$ cat src/rtl/ps2_pkg.sv
// Shared definitions for the PS/2 set-2 key decoder: FSM states, entry
// field positions and the scancodes the decoder treats specially.
package ps2_pkg;

    typedef enum logic [1:0] {
        S_IDLE   = 2'd0,
        S_LOOKUP = 2'd1,
        S_EMIT   = 2'd2
    } state_t;

    // Entry layout: {break, extended, code[7:0]}
    localparam int BREAK_BIT = 9;
    localparam int EXT_BIT   = 8;

    localparam logic [7:0] SC_LSHIFT = 8'h12;
    localparam logic [7:0] SC_RSHIFT = 8'h59;
    localparam logic [7:0] SC_CTRL   = 8'h14;
    localparam logic [7:0] SC_ALT    = 8'h11;
    localparam logic [7:0] SC_CAPS   = 8'h58;
    localparam logic [7:0] SC_ENTER  = 8'h5A;
    localparam logic [7:0] SC_SLASH  = 8'h4A;

    // Keyboard controller responses that never represent a key
    localparam logic [7:0] SC_ERR0   = 8'h00;
    localparam logic [7:0] SC_BAT_OK = 8'hAA;
    localparam logic [7:0] SC_ACK    = 8'hFA;
    localparam logic [7:0] SC_RESEND = 8'hFE;
    localparam logic [7:0] SC_ERR1   = 8'hFF;

    function automatic logic is_ctrl_resp(input logic [7:0] code);
        return (code == SC_ERR0)  || (code == SC_BAT_OK) || (code == SC_ACK) ||
               (code == SC_RESEND) || (code == SC_ERR1);
    endfunction

endpackage

$ cat src/rtl/ps2_keymap.sv
// Combinational set-2 to ASCII ROM for the non-extended key block.
// Each row holds the {unshifted, shifted} character pair; unmapped codes give 0.
module ps2_keymap (
    input  logic [7:0] code,
    input  logic       shift,
    output logic [7:0] ascii,
    output logic       is_letter
);

    logic [7:0] lower_c;
    logic [7:0] upper_c;

    // ROM lookup of the character pair for this code
    always_comb begin
        {lower_c, upper_c} = 16'h0000;
        unique case (code)
            8'h1C: {lower_c, upper_c} = "aA";
            8'h32: {lower_c, upper_c} = "bB";
            8'h21: {lower_c, upper_c} = "cC";
            8'h23: {lower_c, upper_c} = "dD";
            8'h24: {lower_c, upper_c} = "eE";
            8'h2B: {lower_c, upper_c} = "fF";
            8'h34: {lower_c, upper_c} = "gG";
            8'h33: {lower_c, upper_c} = "hH";
            8'h43: {lower_c, upper_c} = "iI";
            8'h3B: {lower_c, upper_c} = "jJ";
            8'h42: {lower_c, upper_c} = "kK";
            8'h4B: {lower_c, upper_c} = "lL";
            8'h3A: {lower_c, upper_c} = "mM";
            8'h31: {lower_c, upper_c} = "nN";
            8'h44: {lower_c, upper_c} = "oO";
            8'h4D: {lower_c, upper_c} = "pP";
            8'h15: {lower_c, upper_c} = "qQ";
            8'h2D: {lower_c, upper_c} = "rR";
            8'h1B: {lower_c, upper_c} = "sS";
            8'h2C: {lower_c, upper_c} = "tT";
            8'h3C: {lower_c, upper_c} = "uU";
            8'h2A: {lower_c, upper_c} = "vV";
            8'h1D: {lower_c, upper_c} = "wW";
            8'h22: {lower_c, upper_c} = "xX";
            8'h35: {lower_c, upper_c} = "yY";
            8'h1A: {lower_c, upper_c} = "zZ";
            8'h45: {lower_c, upper_c} = 16'h3029; // 0 )
            8'h16: {lower_c, upper_c} = 16'h3121; // 1 !
            8'h1E: {lower_c, upper_c} = 16'h3240; // 2 @
            8'h26: {lower_c, upper_c} = 16'h3323; // 3 #
            8'h25: {lower_c, upper_c} = 16'h3424; // 4 $
            8'h2E: {lower_c, upper_c} = 16'h3525; // 5 %
            8'h36: {lower_c, upper_c} = 16'h365E; // 6 ^
            8'h3D: {lower_c, upper_c} = 16'h3726; // 7 &
            8'h3E: {lower_c, upper_c} = 16'h382A; // 8 *
            8'h46: {lower_c, upper_c} = 16'h3928; // 9 (
            8'h29: {lower_c, upper_c} = 16'h2020; // space
            8'h5A: {lower_c, upper_c} = 16'h0D0D; // enter
            8'h66: {lower_c, upper_c} = 16'h0808; // backspace
            8'h0D: {lower_c, upper_c} = 16'h0909; // tab
            8'h76: {lower_c, upper_c} = 16'h1B1B; // escape
            8'h4E: {lower_c, upper_c} = 16'h2D5F; // - _
            8'h55: {lower_c, upper_c} = 16'h3D2B; // = +
            8'h54: {lower_c, upper_c} = 16'h5B7B; // [ {
            8'h5B: {lower_c, upper_c} = 16'h5D7D; // ] }
            8'h5D: {lower_c, upper_c} = 16'h5C7C; // \ |
            8'h4C: {lower_c, upper_c} = 16'h3B3A; // ; :
            8'h52: {lower_c, upper_c} = 16'h2722; // ' "
            8'h0E: {lower_c, upper_c} = 16'h607E; // ` ~
            8'h41: {lower_c, upper_c} = 16'h2C3C; // , <
            8'h49: {lower_c, upper_c} = 16'h2E3E; // . >
            8'h4A: {lower_c, upper_c} = 16'h2F3F; // / ?
            default: {lower_c, upper_c} = 16'h0000;
        endcase
    end

    // Letters are recognised from their unshifted character, shift selects the column
    always_comb begin
        is_letter = (lower_c >= 8'h61) && (lower_c <= 8'h7A);
        ascii     = shift ? upper_c : lower_c;
    end

endmodule

$ cat src/rtl/ps2_key_decode.sv
// Turns keyboard FIFO entries into ASCII key events, tracking shift/ctrl/alt
// held state and a caps-lock toggle. One entry is handled per IDLE->LOOKUP->EMIT pass.
module ps2_key_decode
    import ps2_pkg::*;
(
    input  logic       clk_i,
    input  logic       rst_i,
    input  logic       in_valid,
    input  logic [9:0] in_data,
    output logic       in_ready,
    output logic       out_valid,
    input  logic       out_ready,
    output logic [7:0] out_ascii,
    output logic [7:0] out_code,
    output logic       out_ext,
    output logic [3:0] out_mods,
    output logic       caps_lock
);

    state_t     state_q, state_d;
    logic       ready_en_q, ready_en_d;
    logic [9:0] entry_q, entry_d;
    logic       lshift_q, lshift_d, rshift_q, rshift_d;
    logic       lctrl_q, lctrl_d, rctrl_q, rctrl_d;
    logic       lalt_q, lalt_d, ralt_q, ralt_d;
    logic       caps_held_q, caps_held_d, caps_lock_q, caps_lock_d;
    logic [7:0] out_ascii_q, out_ascii_d, out_code_q, out_code_d;
    logic       out_ext_q, out_ext_d;
    logic [3:0] out_mods_q, out_mods_d;

    logic       ent_brk, ent_ext;
    logic [7:0] ent_code;
    logic       shift_c, ctrl_c, alt_c;
    logic       is_resp, is_mod, do_emit;
    logic       map_shift, map_letter;
    logic [7:0] map_ascii;

    assign ent_brk  = entry_q[BREAK_BIT];
    assign ent_ext  = entry_q[EXT_BIT];
    assign ent_code = entry_q[7:0];
    assign shift_c  = lshift_q | rshift_q;
    assign ctrl_c   = lctrl_q | rctrl_q;
    assign alt_c    = lalt_q | ralt_q;

    // Shift and ctrl/alt keys exist on both sides; caps is only tracked non-extended
    assign is_resp = !ent_ext && is_ctrl_resp(ent_code);
    assign is_mod  = (!ent_ext && ((ent_code == SC_LSHIFT) || (ent_code == SC_RSHIFT) ||
                                   (ent_code == SC_CAPS))) ||
                     (ent_code == SC_CTRL) || (ent_code == SC_ALT);
    assign do_emit = !is_resp && !is_mod && !ent_brk;

    // Caps only inverts shift for letters
    assign map_shift = map_letter ? (shift_c ^ caps_lock_q) : shift_c;

    ps2_keymap u_keymap (
        .code      (ent_code),
        .shift     (map_shift),
        .ascii     (map_ascii),
        .is_letter (map_letter)
    );

    // State and datapath registers, cleared immediately by reset
    always_ff @(posedge clk_i or negedge rst_i) begin
        if (!rst_i) begin
            state_q     <= S_IDLE;
            ready_en_q  <= 1'b0;
            entry_q     <= '0;
            lshift_q    <= 1'b0;
            rshift_q    <= 1'b0;
            lctrl_q     <= 1'b0;
            rctrl_q     <= 1'b0;
            lalt_q      <= 1'b0;
            ralt_q      <= 1'b0;
            caps_held_q <= 1'b0;
            caps_lock_q <= 1'b0;
            out_ascii_q <= '0;
            out_code_q  <= '0;
            out_ext_q   <= 1'b0;
            out_mods_q  <= '0;
        end else begin
            state_q     <= state_d;
            ready_en_q  <= ready_en_d;
            entry_q     <= entry_d;
            lshift_q    <= lshift_d;
            rshift_q    <= rshift_d;
            lctrl_q     <= lctrl_d;
            rctrl_q     <= rctrl_d;
            lalt_q      <= lalt_d;
            ralt_q      <= ralt_d;
            caps_held_q <= caps_held_d;
            caps_lock_q <= caps_lock_d;
            out_ascii_q <= out_ascii_d;
            out_code_q  <= out_code_d;
            out_ext_q   <= out_ext_d;
            out_mods_q  <= out_mods_d;
        end
    end

    // Next-state logic
    always_comb begin
        state_d = state_q;
        unique case (state_q)
            S_IDLE:   if (in_valid && in_ready) state_d = S_LOOKUP;
            S_LOOKUP: state_d = do_emit ? S_EMIT : S_IDLE;
            S_EMIT:   if (out_ready) state_d = S_IDLE;
            default:  state_d = S_IDLE;
        endcase
    end

    // Handshake outputs decoded from state
    always_comb begin
        in_ready  = ready_en_q && (state_q == S_IDLE);
        out_valid = (state_q == S_EMIT);
        out_ascii = out_ascii_q;
        out_code  = out_code_q;
        out_ext   = out_ext_q;
        out_mods  = out_mods_q;
        caps_lock = caps_lock_q;
    end

    // Entry capture, modifier tracking and event formation during LOOKUP
    always_comb begin
        ready_en_d  = 1'b1;
        entry_d     = entry_q;
        lshift_d    = lshift_q;
        rshift_d    = rshift_q;
        lctrl_d     = lctrl_q;
        rctrl_d     = rctrl_q;
        lalt_d      = lalt_q;
        ralt_d      = ralt_q;
        caps_held_d = caps_held_q;
        caps_lock_d = caps_lock_q;
        out_ascii_d = out_ascii_q;
        out_code_d  = out_code_q;
        out_ext_d   = out_ext_q;
        out_mods_d  = out_mods_q;

        if (in_valid && in_ready) begin
            entry_d = in_data;
        end

        if ((state_q == S_LOOKUP) && !is_resp) begin
            if (is_mod) begin
                if (ent_code == SC_LSHIFT)      lshift_d = !ent_brk;
                else if (ent_code == SC_RSHIFT) rshift_d = !ent_brk;
                else if (ent_code == SC_CTRL) begin
                    if (ent_ext) rctrl_d = !ent_brk;
                    else         lctrl_d = !ent_brk;
                end else if (ent_code == SC_ALT) begin
                    if (ent_ext) ralt_d = !ent_brk;
                    else         lalt_d = !ent_brk;
                end else begin
                    // Typematic repeats of caps arrive as makes while still held
                    if (!ent_brk) begin
                        if (!caps_held_q) caps_lock_d = !caps_lock_q;
                        caps_held_d = 1'b1;
                    end else begin
                        caps_held_d = 1'b0;
                    end
                end
            end else if (do_emit) begin
                out_code_d = ent_code;
                out_ext_d  = ent_ext;
                out_mods_d = {ctrl_c, alt_c, shift_c, caps_lock_q};
                if (ent_ext) begin
                    if (ent_code == SC_ENTER)      out_ascii_d = 8'h0D;
                    else if (ent_code == SC_SLASH) out_ascii_d = 8'h2F;
                    else                           out_ascii_d = 8'h00;
                end else if (ctrl_c && map_letter) begin
                    out_ascii_d = map_ascii & 8'h1F;
                end else begin
                    out_ascii_d = map_ascii;
                end
            end
        end
    end

endmodule

$ cat config.mk
export PLATFORM = sky130hd
export DESIGN_NAME = ps2_key_decode
export DESIGN_NICKNAME = d
export VERILOG_FILES = /design/src/rtl/ps2_pkg.sv /design/src/rtl/ps2_keymap.sv /design/src/rtl/ps2_key_decode.sv
export SDC_FILE = /design/constraint.sdc
export NUM_CORES = 1
export LEC_CHECK = 0
export CAP_MARGIN = 25
export CORE_MARGIN = 3
export CORE_UTILIZATION = 43
export DETAILED_ROUTE_END_ITERATION = 10
export PLACE_DENSITY = 0.74
export SYNTH_ARGS = -nofsm -noshare
export SYNTH_HDL_FRONTEND = slang
export SYNTH_SLANG_ARGS = --single-unit
$ cat constraint.sdc
create_clock -name clk_i -period 4.4 [get_ports clk_i]
set_input_delay 1.1 -clock clk_i [delete_from_list [all_inputs] [get_ports clk_i]]
set_output_delay 1.1 -clock clk_i [all_outputs]
set_load 0.02 [all_outputs]
* After elaboration in Yosys (flattened, before gate mapping) *
Memories as Yosys holds them, arrays and structs flattened.
Cells that the tools add are included.

operators by class
  add/subtract/negate cells = 0
  multipliers = 0
  divide/modulo/power cells = 0
  magnitude comparators = 2
  eq/ne operators = 15
  shift operators = 0
  multiplexer cells = 12
  bitwise operators = 12
  reductions and logical operators = 34

operators by type and width
  operator              number
  $eq A8 B7 Y1 const B  4
  $eq A8 B8 Y1 const B  4
  $eq A8 B5 Y1 const B  3
  $mux W8               3
  $reduce_and A6 Y1     3
  $mux W16              1
  $reduce_and A7 Y1     2
  $mux W6               2
  $logic_and A1 B1 Y1   9
  $ge A8 B7 Y1 const B  1
  $le A8 B7 Y1 const B  1
  $logic_not A8 Y1      1
  $logic_or A1 B1 Y1    8
  $not A1 Y1            8
  $reduce_and A8 Y1     1
  $mux W2               3
  $pmux W2 S3           1
  $reduce_and A3 Y1     2
  $logic_not A1 Y1      5
  $reduce_and A4 Y1     1
  $or A1 B1 Y1          3
  $eq A2 B1 Y1 const B  1
  $eq A2 B2 Y1 const B  1
  $logic_not A2 Y1      1
  5 further kinds       6

word-level totals
  register bits = 42
  latch bits = 0
  RAM bits = 0
  bits in read-only memories = 1792
  bits of input ports = 14
  output and inout port bits = 24
  memories = 1

memory list
  name             depth  bits a word  rd ports  clocked after memory_dff  wr ports  RTL line          source
  (no name shown)  128    14           1         0                         0         ps2_keymap.sv:16  unique case (code)

* Longest topological paths before layout *
  depth in word-level cells = 11
  mapped depth = 14
  depth with buffers taken out = 11

* Modules after synthesis *
From an unflattened synthesis, not the netlist that was laid out.

unflattened totals
  cells, all modules = 441
  area, all modules = 3806.2 sq um

by module, submodules not included
  module          instances  cells each  area an instance (sq um)  seq. area each (sq um)
  ps2_key_decode  1          173         2039.5                    1051.0
  ps2_keymap      1          268         1766.7                    0.0

* Least setup slack after synthesis *
OpenSTA, ideal clock, no wires.

  path kind = reg2reg
  start = reg entry_q[1]
  end = reg out_ascii_q[2], in the netlist out_ascii[2]
  library setup time = 126 ps
  arrival time = 3012 ps
  data required time = 4274 ps
  slack = 1262 ps
  stages on the path, launching flop included = 14
  buffers on the path = 2
  path through = dfrtp_1 > buf_2 > inv_1 > ha_1 > buf_2 > nand2b_1 > a211oi_1 > a211oi_1 > o41ai_2 > a21boi_1 > or3_4 > a21oi_2 > nor2_1 > a311o_1

on the way
  word-level cells in the longest chain between the ends = 10
  elaborated cells between the ends (all ways) = 40
  those cells by class = order compare (2); eq/ne (11); mux (7); bitwise (1); reduce/logical (18); memory (1)

RTL lines
  what                                                       RTL line              source
  start, declared                                            ps2_key_decode.sv:22  logic [9:0] entry_q, entry_d;
  start signal, assigned                                     ps2_key_decode.sv:83  entry_q <= entry_d;
  branches (longest 10 deep; another with $mem_v2 Z128 W14)  -
  end signal, assigned                                       ps2_key_decode.sv:92  out_ascii_q <= out_ascii_d;
  end, declared                                              ps2_key_decode.sv:27  logic [7:0] out_ascii_q, out_ascii_d, out_code_q, out_code_d;

Parallel ways; which one is timed is not known.
A chain may end at the register's enable or synchronous reset.

* Worst setup path in the final report *
Ends and elaborated chain as after synthesis.

==> flow_summary_export.csv <==
group,metric,value,unit
synth,synth_largest_area_cell,"dfrtp_1",
synth,netlist_area,3660,sq um
sta,finalHoldViolCount,0,
clock_tree,clk_pin_slew,90,ps
synth,ys_seq_elements,41,
sta,setup_violations,0,
worst_setup_path,start_kind,"register",
synth,synth_top_flop_cell,"dfrtp_1",
final_layout,final_area,4150,sq um
clock_tree,post_cts_buffers,0,
final_layout,syn2layout_area_growth,13.2,%
grt,antenna_found_initial,0,
clock_tree,cts_hold_buf,0,
synth,async_reset_ff_frac,1.00,
place,place_area,4050,sq um
final_layout,regArea,1030,sq um
sta,clock.fmax,263,MHz
synth,synth.area.top_cells,"dfrtp_1 28%, nand2_1 7.7%, o21ai_0 5.7%, a21oi_1 4.2%, nor2_1 3.1%",
grt,grtUsageTotal,0.259,
synth,yosys_warnings,0,
grt,use_met2,0.401,
grt,use_met3,0.0514,
detailed_routing,vias_per_cell,6.39,
clock_tree,cts.sinks,41,
clock_tree,htreeDepth,2,
clock_tree,clkLatencyLatePin,300,ps
sta,timing.final.crit_period,3810,ps
synth,seq_area_frac_synth,0.280,
clock_tree,cts.repair.resized,0,
place,hpwl,9.12,mm
worst_setup_path,arrival,4000,ps
sta,timing.hold.ws,476,ps
sta,period_share,0.865,
synth,yosysUniqueCellTypes,83,
floorplanning,fp-row-count,33,
detailed_routing,avgRoutedWirePerCell,20.7,um
detailed_routing,drt_iter0_markers,361,
floorplanning,die_w,98.3,um
worst_setup_path,critPathCaptureType,"register",
clock_tree,root_buffer,"clkbuf_8",
grt,grt_first_pass_wirelength,20.0,mm
detailed_routing,wl,12.4,mm
floorplanning,pin_count,38,
final_layout,diodes,0,
final_layout,utilization,0.503,
floorplanning,core-area,8260,sq um
detailed_routing,drt_pass1_iterations,5,
floorplanning,die_y,98.3,um
synth,synth_edf_count,0,
floorplanning,initial_core_util,0.444,
final_layout,instances_no_fill,600,
worst_setup_path,cp.required,4590,ps
sta,slew-limit-headroom,0.367,
synth,synth_commonest_cells,"75 x nand2_1, 42 x o21ai_0, 41 x dfrtp_1",
detailed_routing,ant_nets,0,
floorplanning,dieArea,9670,sq um
place,io_buffers,36,
synth,netlist_instances,472,
place,placedCellCount,592,
synth,synthesis.nets,494,
sta,rsz0062_at_grt,"no",
worst_setup_path,crit_fanout,16,
synth,yosysMostFrequentCell,"nand2_1",
sta,worstMarginPinSlew,941,ps
grt,grt_pass1_vias,3629,
final_layout,drive_gt1_frac,0.119,
power,power_per_cell_area,572,nW/um^2
grt,grt_max_degree,42,
sta,finalSetupTns,0,ps
grt,busiest_layer,"met2",
status,status,"finished, final reports clean",
worst_setup_path,critPathKind,"register to register",
clock_tree,tritoncts,"done",
clock_tree,cts_inserted_buffers,5,
detailed_routing,drc,0,
final_layout,nets,516,
worst_hold_path,min_path_type,"register to register",
detailed_routing,num_vias,3834,
final_layout,multi_input_area,2360,sq um
grt,gr-total-overflow,0,
sta,skew,9.42,ps
sta,drv_slew,0,
grt,grt_use_met1,0.356,
power,leakage,1.70,nW
clock_tree,clockBufferDepth,2,
power,peakVddDrop,293,uV
synth,netlist.area_leader.share,0.280,
synth,syn_area_per_cell,7.76,sq um
final_layout,fill_cells,810,
flow_run,maxCapViolations,0,
place,place.gp.congestion,1.06,
placed cells by master (no fill, tap or decap), types with 6 or more instances in the layout:
cell             instances
ha_1                     8
nand3_1                 12
buf_4                   17
nand2_1                 75
clkdlybuf4s50_1         35
nor3_1                  13
nand2b_1                12
a31oi_1                  8
inv_1                    9
nor2b_1                  8
a211oi_1                11
a21oi_1                 31
nor4_1                   6
clkbuf_8                 7
nor2_1                  30
dfrtp_1                 41
o21ai_0                 42
o211ai_1                 8
flip-flops by register name, summed over array words and instances (netlist names):
name         count
ready_en_q       1
rshift_q         1
out_ext          1
out_ascii        7
lctrl_q          1
caps_lock        1
out_mods         4
lalt_q           1
ralt_q           1
lshift_q         1
caps_held_q      1
entry_q         10
state_q          2
rctrl_q          1
out_code         8
report_power, final:
group	total [mW]	internal, mW	switching (mW)
registers	0.631	0.480	0.152
logic	1.45	0.557	0.897
clock network	0.290	0.145	0.145
logic make-up after synthesis:
family / after synthesis / share of synthesized area
other cells: 2 / 0.00205
mux: 10 / 0.0290
simple gates: 194 / 0.266
compound gates: 165 / 0.313
buf+inv: 49 / 0.0751
flops: 41 / 0.280
xor+xnor: 3 / 0.00717
fa+ha+maj: 8 / 0.0273
final timing paths:
path	startpoint	endpoint	slack [ps]	cells after the start
max in group asynchronous	rst_i	state_q[0]	2930	1
setup reg to reg	entry_q[1]	out_ascii[2]	590	12
hold reg to reg	out_mods[2]	out_mods[2]	480	2
min in group asynchronous	rst_i	out_code[5]	910	1
hold / removal	out_mods[2]	out_mods[2]	480	2
setup / recovery	entry_q[1]	out_ascii[2]	590	12
per-stage QoR:
step                      setup slack (ps)  total power, mW
final                                  592             2.38
after detailed placement               689             2.04
after floorplan                       1260             1.57
after global routing                   361             2.52
after CTS                              677             2.34
after global placement                 714             2.07
routing by layer:
| layer | vias to the layer above | routed length (um) |
|---|---|---|
| met5 | - | 0 |
| met4 | 0 | 366 |
| met3 | 34 | 926 |
| met2 | 198 | 5630 |
| met1 | 1833 | 5500 |
| li1 | 1769 | - |
worst max-delay path: stages, from the launching register on:
cell and delay, ps:
dfrtp_1 580, inv_1 340, ha_1 460, buf_4 230, nand2b_1 60, a211oi_1 240
a211oi_1 110, o41ai_2 510, a21boi_1 150, or3_4 440, a21oi_2 210, nor2_1 70
a311o_1 310
final cells by class:
| cell class | count | area share |
|---|---|---|
| Sequential cell | 41 | 0.247 |
| Inverter | 11 | 0.00995 |
| Tap cell | 105 | 0.0317 |
| Clock buffer | 7 | 0.0232 |
| Clock inverter | 1 | 0.00211 |
| Timing Repair Buffer | 53 | 0.116 |
| Multi-Input combinational cell | 382 | 0.569 |
Note: power is estimated with default switching activity, not from simulation.
==> variant (config.mk and constraints unchanged) <==
Reset style: synchronous (`rst_i`), changed in one clocked block.
--- a/src/rtl/ps2_key_decode.sv
+++ b/src/rtl/ps2_key_decode.sv
@@ -62,3 +62,3 @@
     // State and datapath registers, cleared immediately by reset
-    always_ff @(posedge clk_i or negedge rst_i) begin
+    always_ff @(posedge clk_i) begin
         if (!rst_i) begin
Check against the original RTL: differs if rst_i is asserted again (counterexample within 4 cycles, from zero or initial values and one cycle with rst_i low); with rst_i held inactive, the same outputs for 4 cycles.
==> variant against the unedited design <==
First-iteration DRC count rose by 46%. Critical path depth fell by 3. Worst setup slack got worse by 0.092 ns. Routed wire length rose by 18%. Sequential cell count rose by 14. Non-clock buffer count rose by 4. Fmax fell by 2.4%. Cell area rose by 17%. Area after synthesis rose by 17%. Via count rose by 19%. Utilization rose by 0.89 points. Critical path type is now in -> reg.
Power is not compared: it rests on default switching activity, and its combinational part moved more than twofold at a synthesized area within 25%.
==> variant: results <==
export IMPL_critPathSlowestCell="clkdlybuf4s50_1"
export IMPL_synth_area_leaders="dfxtp_1 (26%), mux2i_1 (9.3%), nor2_1 (4.7%), nand2_1 (4.1%), nand3_1 (4.0%)"
export IMPL_worstPathMaxFanout=7
export IMPL_crit_arrival_ns=4.11
export IMPL_comb_cell_power_uw=294
export IMPL_synthDistinctLibCells=76
export IMPL_cts_buffer_depth=2
export IMPL_synthTopCellsByCount="dfxtp_1 (55), nor2_1 (54), nand2_1 (47)"
export IMPL_synth_main_ff_cell="dfxtp_1"
export IMPL_pwr_share_seq=0.474
export IMPL_antenna_found_initial=0
export IMPL_placed_cells=696
export IMPL_async_reset_ff_frac=0
export IMPL_grt_pass1_wl_mm=23.1
export IMPL_hp_class="reg -> reg"
export IMPL_num_antenna_cells=0
export IMPL_drive_above_1_share=0.0991
export IMPL_leakage_uw=0.00174
export IMPL_drt_iter0_drc=528
export IMPL_firstDrtPassIters=5
export IMPL_fin_nets=597
export IMPL_port_buffers=36
export IMPL_fin_skew_ns=0.00393
export IMPL_dpl_instance_area_sq_um=4740
export IMPL_wirelength_mm=14.6
export IMPL_synth_top_cell_area_share=0.257
export IMPL_clk_pin_slew_worst_paths_ns=0.10
export IMPL_preCtsSetupSlack_ns=0.226
export IMPL_gp_congestion=1.02
export IMPL_grt_max_degree=41
export IMPL_post_cts_buffers=0
export IMPL_synthCells=558
export IMPL_dp_hpwl_mm=10.7
export IMPL_ys_warn_count=0
export IMPL_p_total_uw=1140
export IMPL_cts_resized=0
export IMPL_gr_usage_all_layers=0.256
export IMPL_post_drt_wl_per_cell_um=20.8
export IMPL_switching_share=0.339
export IMPL_max_vdd_ir_drop_v=0.000139
export IMPL_via_per_inst=6.49
export IMPL_synth_nets=581
export IMPL_numCtsBuffers=5
export IMPL_fin_setup_tns_ns=0
export IMPL_relSlewSlack=0.456
export IMPL_grt_pass1_vias=4227
export IMPL_root_buffer="clkbuf_8"
export IMPL_ys_seq_area_frac=0.257
export IMPL_cts_max_level=2
export IMPL_critical_path_max_stage_delay_ns=0.52
export IMPL_outcome="complete, no violations"
variant: worst paths after layout:
path | startpoint | end | slack, ns | depth (start not counted)
worst min-delay path | rshift_q | rshift_q | 0.48 | 2
worst max-delay path | in_valid | flip-flop | 0.50 | 9
worst min register to register | rshift_q | rshift_q | 0.48 | 2
worst max register to register | entry_q[1] | flip-flop | 1.22 | 9
variant: kinds of logic after synthesis:
family | after synthesis | share of synthesized area
buffers and inverters | 66 | 0.0718
AOI/OAI and AO/OA | 147 | 0.244
and+or+nand+nor | 227 | 0.274
adders and majority gates | 9 | 0.0263
xor gates and xnor gates | 3 | 0.00613
muxes | 50 | 0.120
DFF | 55 | 0.257
other | 1 | 0.000875
variant: metal layers:
| metal | routed length, um | global-route usage | vias to the layer above | share of wire |
|---|---|---|---|---|
| met5 | 0 | 0 | - | 0 |
| met4 | 528 | 0.101 | 0 | 0.036 |
| met3 | 1160 | 0.0392 | 40 | 0.079 |
| met2 | 6660 | 0.405 | 249 | 0.45 |
| met1 | 6290 | 0.349 | 2179 | 0.43 |
| li1 | - | - | 2102 | - |
variant: worst max-delay path, delay by kind of cell:
kind / cells / cell delay (ns)
compound gates: 4 / 1.00
buf+inv: 2 / 0.80
simple gates: 1 / 0.47
mux: 1 / 0.44
fa+ha+maj: 1 / 0.30
variant: final cells by class:
type / instances / area [sq um]
Sequential cell: 55 / 1100
Multi-Input combinational cell: 437 / 2890
Tap cell: 129 / 161
Fill cell: 950 / 4620
Clock inverter: 2 / 16.3
Inverter: 18 / 67.6
Clock buffer: 6 / 82.6
Timing Repair Buffer: 57 / 518
